==> src/rtl/cel_deadtime_driver.sv <==
// cel_deadtime_driver: NCH-channel complementary half-bridge gate driver with programmable
// break-before-make dead time. Optional minimum on-time hold: define CEL_DRV_MINON_EN.
//
// state | meaning
// OFF   | disabled by en=0, both drives low
// DT2B  | dead time counting toward bottom-on
// BOT   | low-side drive on
// DT2T  | dead time counting toward top-on
// TOP   | high-side drive on
module cel_deadtime_driver #(
    parameter int NCH   = 2,
    parameter int DTW   = 4,
    parameter int INV   = 1,
    parameter int MINON = 3
) (
    input  logic           CELCLK,
    input  logic           CELRSTN,
    input  logic           CELV,
    input  logic           CELG,
    input  logic           SUB,
    input  logic           en,
    input  logic [DTW-1:0] dt_cfg,
    input  logic [NCH-1:0] i,
    output logic [NCH-1:0] o_top,
    output logic [NCH-1:0] o_bot,
    output logic [NCH-1:0] busy
);

    typedef enum logic [2:0] {
        S_OFF  = 3'd0,
        S_DT2B = 3'd1,
        S_BOT  = 3'd2,
        S_DT2T = 3'd3,
        S_TOP  = 3'd4
    } state_t;

    logic [NCH-1:0] s1;
    logic [NCH-1:0] s2;
    logic [NCH-1:0] dmd;

    // Supply/substrate pins exist only for the netlist; they carry no logic.
    logic unused_pins;
    assign unused_pins = CELV ^ CELG ^ SUB;

`ifndef CEL_DRV_MINON_EN
    logic [31:0] unused_minon;
    assign unused_minon = MINON;
`endif

    always_ff @(posedge CELCLK or negedge CELRSTN) begin
        if (!CELRSTN) begin
            s1 <= '0;
            s2 <= '0;
        end else begin
            s1 <= i;
            s2 <= s1;
        end
    end

    assign dmd = (INV != 0) ? ~s2 : s2;

    for (genvar n = 0; n < NCH; n++) begin : g_ch
        state_t         state;
        state_t         state_nx;
        logic [DTW-1:0] cnt;
        logic [DTW-1:0] cnt_nx;
        logic           rev_ok;
        logic           top_q;
        logic           bot_q;
        logic           busy_q;

        // A demand that disagrees with the pending side restarts the full dead time,
        // so an abort can never shorten the gap.
        always_comb begin
            state_nx = state;
            cnt_nx   = cnt;
            if (!en) begin
                state_nx = S_OFF;
                cnt_nx   = '0;
            end else begin
                case (state)
                    S_OFF: begin
                        state_nx = S_DT2B;
                        cnt_nx   = dt_cfg;
                    end
                    S_DT2B: begin
                        if (dmd[n]) begin
                            state_nx = S_DT2T;
                            cnt_nx   = dt_cfg;
                        end else if (cnt != '0) begin
                            cnt_nx = cnt - DTW'(1);
                        end else begin
                            state_nx = S_BOT;
                        end
                    end
                    S_BOT: begin
                        if (dmd[n] && rev_ok) begin
                            state_nx = S_DT2T;
                            cnt_nx   = dt_cfg;
                        end
                    end
                    S_DT2T: begin
                        if (!dmd[n]) begin
                            state_nx = S_DT2B;
                            cnt_nx   = dt_cfg;
                        end else if (cnt != '0) begin
                            cnt_nx = cnt - DTW'(1);
                        end else begin
                            state_nx = S_TOP;
                        end
                    end
                    S_TOP: begin
                        if (!dmd[n] && rev_ok) begin
                            state_nx = S_DT2B;
                            cnt_nx   = dt_cfg;
                        end
                    end
                    default: begin
                        state_nx = S_OFF;
                        cnt_nx   = '0;
                    end
                endcase
            end
        end

`ifdef CEL_DRV_MINON_EN
        localparam int OW = (MINON > 1) ? $clog2(MINON) : 1;
        logic [OW-1:0] on_cnt;
        logic [OW-1:0] on_cnt_nx;

        always_comb begin
            on_cnt_nx = on_cnt;
            if (!en) begin
                on_cnt_nx = '0;
            end else if ((state_nx == S_TOP && state != S_TOP) ||
                         (state_nx == S_BOT && state != S_BOT)) begin
                on_cnt_nx = OW'(MINON - 1);
            end else if (on_cnt != '0) begin
                on_cnt_nx = on_cnt - OW'(1);
            end
        end

        always_ff @(posedge CELCLK or negedge CELRSTN) begin
            if (!CELRSTN) begin
                on_cnt <= '0;
            end else begin
                on_cnt <= on_cnt_nx;
            end
        end

        assign rev_ok = (on_cnt == '0);
`else
        assign rev_ok = 1'b1;
`endif

        // Drives are registered from the next state, so top and bottom are mutually
        // exclusive by construction and never glitch on state decode.
        always_ff @(posedge CELCLK or negedge CELRSTN) begin
            if (!CELRSTN) begin
                state  <= S_OFF;
                cnt    <= '0;
                top_q  <= 1'b0;
                bot_q  <= 1'b0;
                busy_q <= 1'b0;
            end else begin
                state  <= state_nx;
                cnt    <= cnt_nx;
                top_q  <= (state_nx == S_TOP);
                bot_q  <= (state_nx == S_BOT);
                busy_q <= (state_nx == S_DT2B) || (state_nx == S_DT2T);
            end
        end

        assign o_top[n] = top_q;
        assign o_bot[n] = bot_q;
        assign busy[n]  = busy_q;
    end

endmodule

==> config.mk <==
export PLATFORM = sky130hd
export DESIGN_NAME = cel_deadtime_driver
export DESIGN_NICKNAME = d
export VERILOG_FILES = /design/src/rtl/cel_deadtime_driver.sv
export SDC_FILE = /design/constraint.sdc
export NUM_CORES = 1
export LEC_CHECK = 0
export ABC_AREA = 1
export BUFFER_PORTS_ARGS = -buffer_cell sky130_fd_sc_hd__buf_2
export CAP_MARGIN = 5
export CORE_UTILIZATION = 56
export DETAILED_ROUTE_END_ITERATION = 10
export GPL_ROUTABILITY_DRIVEN = 0
export PLACE_DENSITY = 0.81
export SYNTH_ARGS = -nofsm -noshare
export SYNTH_HDL_FRONTEND = slang
export SYNTH_SLANG_ARGS = --single-unit
export TNS_END_PERCENT = 1
==> constraint.sdc <==
create_clock -name CELCLK -period 1.4 [get_ports CELCLK]
set_input_delay 0.42 -clock CELCLK [delete_from_list [all_inputs] [get_ports CELCLK]]
set_output_delay 0.42 -clock CELCLK [all_outputs]
set_load 0.01 [all_outputs]
* Word-level counts from Yosys, hierarchy flattened
Index checks and enable logic that the tools add are counted.
** Storage, ports and cells
- Register bits :: 24
- Latch bits :: 0
- RAM bits :: 0
- Memory bits (read-only) :: 0
- Memories kept :: 0
** Cells by class
- $add $sub $neg :: 2
- Multiply operators :: 0
- Div/mod/pow operators :: 0
- $lt $le $gt $ge :: 0
- Equal/unequal tests :: 20
- Shift-type cells :: 0
- Mux-type cells :: 30
- Bitwise logic cells :: 1
- Reduce and logical (&&, ||, !) cells :: 8
** Operators with widths (number)
- $mux W4 :: 12
- $mux W3 :: 14
- $pmux W4 S5 :: 2
- $pmux W3 S5 :: 2
- $eq A3 B2 Y1 const B :: 8
- $eq A3 B1 Y1 const B :: 4
- $eq A3 B3 Y1 const B :: 4
- $ne A3 B3 Y1 const B :: 4
- $reduce_bool A4 Y1 :: 2
- $sub A4 B1 Y4 const B :: 2
- $logic_not A3 Y1 :: 2
- $reduce_and A2 Y1 :: 2
- $logic_or A1 B1 Y1 :: 2
- $not A2 Y2 :: 1

* Longest topological paths before layout
Gate-level depths: netlist of the first run.
- Depth in word-level cells :: 7
- Gate-level depth with buffers :: 9
- Gate-level depth less buffers :: 9

* Worst setup path before layout of the first run
OpenSTA, ideal clock, no wires.
- Path type :: register to register
- Start point :: reg g_ch[1].cnt[0]
- End point :: reg g_ch[1].busy_q
- Setup time :: 119 ps
- Arrival :: 1155 ps
- Required time :: 1281 ps
- Slack :: 126 ps
- Stages on the path, launching flop included :: 9
- Path buffers :: 0
- Path through :: dfrtp_1 > inv_1 > ha_1 > nand2_1 > inv_1 > nand2_1 > nand2_1 > o21ai_1 > and2_1
** On the way
- Longest elaborated chain between the ends :: 7
- Elaborated cells on any way between the ends :: 10
- Those cells by class :: 2 x eq/ne; 6 x mux; 2 x reduce/logical
** Ends and longest elaborated chain
- start, declared :: RTL line 65 : logic [DTW-1:0] cnt;
- start signal, assigned :: RTL line 167 : cnt <= cnt_nx;
- $reduce_bool A4 Y1 (*) :: RTL line 90, 106
- $mux W3, on equally long branches :: RTL line 106, 90
- $mux W3, on equally long branches :: RTL line 103, 87
- $pmux W3 S5 (*) :: RTL line 81 : case (state)
- $mux W3 (*) :: RTL line 77 : if (!en) begin
- $eq A3 B1 Y1 / $eq A3 B2 Y1 (equally long branches) :: RTL line 170 : busy_q <= (state_nx == S_DT2B) || (state_nx == S_DT2T);
- $logic_or A1 B1 Y1 (*) :: RTL line 170
- end signal, assigned :: RTL line 170
- end, declared :: RTL line 70 : logic busy_q;
Mark *: on every way between the ends. The rest lies on a longest branch, timed or not.
A chain may end at the register's enable or synchronous reset.

* Final worst setup path of the first run
Ends and elaborated chain as after synthesis.

==> results of run 1 <==
stage by stage:
step | instance area (um^2) | hold slack, ps | worst slack, ps | power [uW]
after floorplan | 1398 | 124.4 | 126.2 | 1207
after global placement | 1503 | 333.1 | 66.76 | 1323
after detailed placement | 1503 | 339.4 | 14.47 | 1361
after CTS | 1555 | 66.07 | 5.256 | 1857
after global routing | 1614 | 80.21 | -15.12 | 2029
final | 1614 | 50.30 | 79.26 | 1904
worst max-delay path, cell delays in order, from the launching register on:
cell	delay [ps]
dfrtp_1	420
inv_1	80
ha_2	210
nand2_4	80
inv_2	100
nand2_1	60
nand2_1	50
o21ai_1	90
and2_1	150
repair_timing:
action / 4_1_cts / 5_1_grt
setup buffers: 0 / 2
pin swaps: 0 / 0
endpoints found under the hold margin: 0 / 0
hold buffers: 0 / 0
resized for setup: 1 / 13
endpoints found under the setup margin: 2 / 16
cells in the mapped netlist (all sizes together):
cell    number
a21oi        4
and2         2
buf          6
dfrtp       24
ha           2
inv         22
nand2       85
nand3       15
nand4        1
nor2        22
nor3         2
o211ai       1
o21ai        7
xnor2        1
xor2         2
final cells by class:
cell class,instances,area [um^2],area share [%]
multi-input combinational,144,711.9,44.11
sequential,24,601.8,37.29
timing repair buffer,22,130.1,8.062
inverter,22,82.58,5.116
tap,28,35.03,2.171
clock inverter,1,30.03,1.860
clock buffer,3,22.52,1.395
power by group:
part | switching [uW] | internal [uW]
combinational | 361 | 236
sequential | 59.8 | 759
clock | 199 | 290
how the worst max path moves through the flow:
stage | from | endpoint | cells past startpoint
final | g_ch[1].cnt[0]$_DFFE_PN0P_ | g_ch[1].busy_q$_DFF_PN0_ | 8
after global routing | g_ch[1].cnt[1]$_DFFE_PN0P_ | g_ch[1].state[0]$_DFF_PN0_ | 8
after CTS | g_ch[0].cnt[1]$_DFFE_PN0P_ | g_ch[0].bot_q$_DFF_PN0_ | 8
after detailed placement | g_ch[1].cnt[0]$_DFFE_PN0P_ | g_ch[1].busy_q$_DFF_PN0_ | 8
after global placement | g_ch[1].cnt[1]$_DFFE_PN0P_ | g_ch[1].busy_q$_DFF_PN0_ | 8
after floorplan | g_ch[1].cnt[0]$_DFFE_PN0P_ | g_ch[1].busy_q$_DFF_PN0_ | 8
per-layer routing:
metal / global-route usage [%] / part of all wire (%) / vias to the layer above / wire [um]
met3: 2.924 / 4.1 / 6 / 114
met1: 27.34 / 41 / 597 / 1133
met2: 44.44 / 54 / 40 / 1509
li1: - / - / 638 / -
met5: 0 / 0 / - / 0
met4: 9.459 / 1.3 / 0 / 36
sequential cells by signal, summed over array words and instances, names as in the netlist:
name / flops
g_ch.bot_q: 2
s2: 2
g_ch.cnt: 8
g_ch.busy_q: 2
g_ch.top_q: 2
s1: 2
g_ch.state: 6
logic make-up after synthesis:
family	count (synthesis)
AOI/OAI and AO/OA	12
DFF	24
adders and majority gates	2
buffers and inverters	28
and+or+nand+nor	127
xor gates and xnor gates	3
==> impl_metrics.json, run 1 <==
{
  "run_status": "completed",
  "synthXorXnorAreaFrac_pct": 1.880,
  "cts_buffers": 3,
  "power_leakage_uw": 0.0008846,
  "die_w_um": 51.96,
  "hold_class": "in -> async",
  "port_buffers": 14,
  "routedWlPerCell_um": 11.45,
  "clk_path_buf_depth": 2,
  "fin_util_pct": 70.92,
  "slew_headroom_pct": 66.15,
  "synth_top_family_by_area": "simple AND/OR/NAND/NOR gates",
  "antenna_found_initial": 0,
  "power.density_nw_per_um2": 1180,
  "worstPathArrival_ps": 1540,
  "synth_top_cell_area_share_pct": 42.97,
  "ioPinCount": 18,
  "dr.first_iter.drc_count": 31,
  "synth-warning-count": 0,
  "yosys.area.top_type": "dfrtp_1",
  "min_period_ps": 1321,
  "clock_skew_ps": 7.143,
  "hold_viol": 0,
  "syn2layout_area_growth_pct": 15.49,
  "synth_compound_area_share_pct": 5.282,
  "ys_seq_area_share_pct": 42.97,
  "mostFrequentLayoutCell": "nand2_1",
  "viasPerCell": 5.250,
  "drv_slew": 0,
  "path_class": "reg -> reg",
  "grt_setup_unrepaired": "yes",
  "clk_pin_slew_ps": 130,
  "synth_adder_area_share_pct": 1.791,
  "cts_tree": "yes",
  "synthSimpleGateAreaFrac_pct": 38.94,
  "clk_latency_ps": 310,
  "start_util_pct": 61.41,
  "chipHeight_um": 51.96,
  "grt-ovfl-total": 0,
  "rows": 17,
  "syn_area_per_cell_um2": 7.131,
  "finalSetupViolCount": 0,
  "first_pass_iters": 5,
  "ys_ff_latch": 24,
  "htree_levels": 1,
  "drc": 0,
  "coreArea_um2": 2276,
  "grt_pass1_wl_um": 4774,
  "most-common-layout-cells": "nand2_1, dfrtp_1, nor2_1",
  "fmax_mhz": 757.1,
  "num_vias": 1281,
  "start_kind": "flip-flop",
  "antenna_violating_nets_post_route": 0,
  "synth_area_um2": 1398,
  "rr_endpoint": "g_ch[1].busy_q$_DFF_PN0_",
  "regToRegStartpoint": "g_ch[1].cnt[0]$_DFFE_PN0P_",
  "peakVddDrop_mv": 0.9956,
  "drive_above_1_share_pct": 25.00,
  "worst-endpoint-required_ps": 1620,
  "cts.sinks": 24,
  "grt_max_degree": 25,
  "maxCapViolCount": 0,
  "finalNonFillerCells": 244,
  "synth_nets": 210,
  "fill_cells": 180,
  "synth.area.mux_share_pct": 0,
  "cts_root_buffer": "clkbuf_4",
  "synthDistinctLibCells": 23,
  "fin_nets": 231,
  "insertedDiodeCount": 0,
  "drt_wl_total_um": 2794,
  "groute.usage.overall_pct": 23.92,
  "min_period_over_period_pct": 94.34,
  "dp_cells": 238,
  "grt_pass1_vias": 1228,
  "yosys-top-cells-area": "dfrtp_1, nand2_1, nand3_1",
  "cp_max_fo": 6,
  "worstMarginPinSlew_ps": 507.7,
  "synthCells": 196,
  "worstSetupEndpointType": "flip-flop",
  "tns_ps": 0,
  "rrSetupSlack_ps": 80,
  "hpwl_um": 2194,
  "die_area_um2": 2699,
  "r2r_cells": 8
}
Power figures use the tool's default switching activity.
==> run 2, diff against run 1 <==
clock period = 1.6 ns   (was 1.4 ns; I/O delays follow)
==> run 2 against run 1 <==
Non-clock buffer count down 8. Clock power down 11%. Wire length down 5.2%. Clock skew up 1.3 ps. Fmax down 11%. Register-to-register slack better by 40 ps. Core utilization down 4.5 points. Worst setup slack better by 35 ps. Largest power group unchanged.
==> impl_metrics.json, run 2 (same netlist as run 1, synthesis figures left out) <==
{
  "finalSetupViolCount": 0,
  "htree_levels": 1,
  "start_kind": "flip-flop",
  "grt-ovfl-total": 0,
  "cp_common_cell": "nand2_1",
  "cts.sinks": 24,
  "dr.first_iter.drc_count": 43,
  "drc": 0,
  "drive_above_1_share_pct": 17.79,
  "power_leakage_uw": 0.0008468,
  "rows": 17,
  "min_period_over_period_pct": 92.84,
  "crit_family": "simple AND/OR/NAND/NOR gates",
  "r2r_cells": 9,
  "fill_cells": 183,
  "ctsHoldBuffers": 0,
  "grt_setup_unrepaired": "no",
  "syn2layout_area_growth_pct": 8.236,
  "hpwl_um": 2046,
  "cts_root_buffer": "clkbuf_4",
  "largest_reg_flops": 8,
  "cts_buffers": 3,
  "mostFrequentLayoutCell": "nand2_1",
  "tns_ps": 0,
  "slew_headroom_pct": 66.47,
  "start_util_pct": 61.41,
  "port_buffers": 14,
  "coreArea_um2": 2276,
  "die_area_um2": 2699,
  "total_power_uw": 1577,
  "worstSetupPathDepth": 9,
  "post_cts_buffers": 0,
  "ioPinCount": 18,
  "drt_wl_total_um": 2648,
  "routedWlPerCell_um": 11.22,
  "peakVddDrop_mv": 0.7329,
  "grt_pass1_wl_um": 4643,
  "maxCapViolCount": 0,
  "first_pass_iters": 4,
  "die_w_um": 51.96,
  "cp_max_fo": 7,
  "grt_pass1_vias": 1168,
  "dp_cells": 232,
  "min_period_ps": 1485,
  "crit_slowest_cell": "dfrtp_1",
  "cts_resized": 0,
  "power.density_nw_per_um2": 1042,
  "finalNonFillerCells": 236,
  "worst-endpoint-required_ps": 1820,
  "groute.usage.overall_pct": 23.23,
  "clock_skew_ps": 8.487,
  "antenna_found_initial": 0,
  "crit_chain": "inv_1 > ha_1 > nand3_2 > inv_1 > nand2_1 > nand3_1 > nand2_1 > nand2_1 > nand2_1",
  "clk_pin_slew_ps": 130,
  "insertedDiodeCount": 0,
  "chipHeight_um": 51.96,
  "largest-register": "g_ch.cnt",
  "clk_path_buf_depth": 2,
  "path_class": "reg -> reg",
  "most-common-layout-cells": "nand2_1, dfrtp_1, inv_1, nor2_1",
  "run_status": "completed",
  "antenna_violating_nets_post_route": 0,
  "clk_latency_ps": 320,
  "hold_class": "in -> async",
  "grt_max_degree": 25,
  "cts_tree": "yes",
  "worstPathArrival_ps": 1700,
  "hold_viol": 0,
  "cp.buffers_inverters": 2,
  "fmax_mhz": 673.2,
  "viasPerCell": 5.148,
  "worstMarginPinSlew_ps": 502.9,
  "num_vias": 1215,
  "fin_nets": 223,
  "worstSetupEndpointType": "flip-flop",
  "drv_slew": 0,
  "crit_path_max_incr_delay_ps": 410,
  "top_regs": "g_ch.cnt (8), g_ch.state (6)"
}
[run 2: layout make-up]
cell class | instances | area [um^2] | area share [%]
multi-input combinational | 144 | 671.9 | 44.42
sequential | 24 | 600.6 | 39.70
clock buffer | 3 | 22.52 | 1.489
tap | 28 | 35.03 | 2.316
inverter | 22 | 82.58 | 5.459
clock inverter | 1 | 30.03 | 1.985
timing repair buffer | 14 | 70.07 | 4.632
[run 2: worst paths after layout]
path / start / endpoint / slack, ps
max in group asynchronous: CELRSTN / g_ch[1].cnt[0]$_DFFE_PN0P_ / 1150
worst min-delay path: CELRSTN / g_ch[1].state[0]$_DFF_PN0_ / 100
worst max register to register: g_ch[0].cnt[0]$_DFFE_PN0P_ / g_ch[0].cnt[1]$_DFFE_PN0P_ / 110
min in group CELCLK: i[1] / s1[1]$_DFF_PN0_ / 260
worst min register to register: s1[1]$_DFF_PN0_ / s2[1]$_DFF_PN0_ / 370
worst max-delay path: g_ch[0].cnt[0]$_DFFE_PN0P_ / g_ch[0].cnt[1]$_DFFE_PN0P_ / 110
[run 2: per-layer routing]
layer | global-route usage [%] | wire length (um) | up-vias | share of wire (%)
met2 | 42.95 | 1380 | 30 | 52
met3 | 2.047 | 106 | 5 | 4.0
met4 | 8.559 | 33 | 0 | 1.2
met5 | 0 | 0 | - | 0
met1 | 27.53 | 1129 | 559 | 43
li1 | - | - | 621 | -
[run 2: power breakdown]
group	internal [uW]	leakage, uW	total (uW)	switching, uW
Sequential	664	0.000311	714	50.2
Combinational	148	0.000508	429	281
Clock	253	0.0000279	434	180
[run 2: stage by stage]
step,hold slack (ps),worst slack (ps),instance area [um^2],util (%)
detailed placement,339.5,154.4,1458,64.05
global route,144.4,9.141,1513,66.47
CTS,134.3,121.8,1510,66.36
floorplan,184.4,326.2,1398,-
finish,104.3,114.6,1513,66.47
global placement,332.8,187.6,1458,64.05
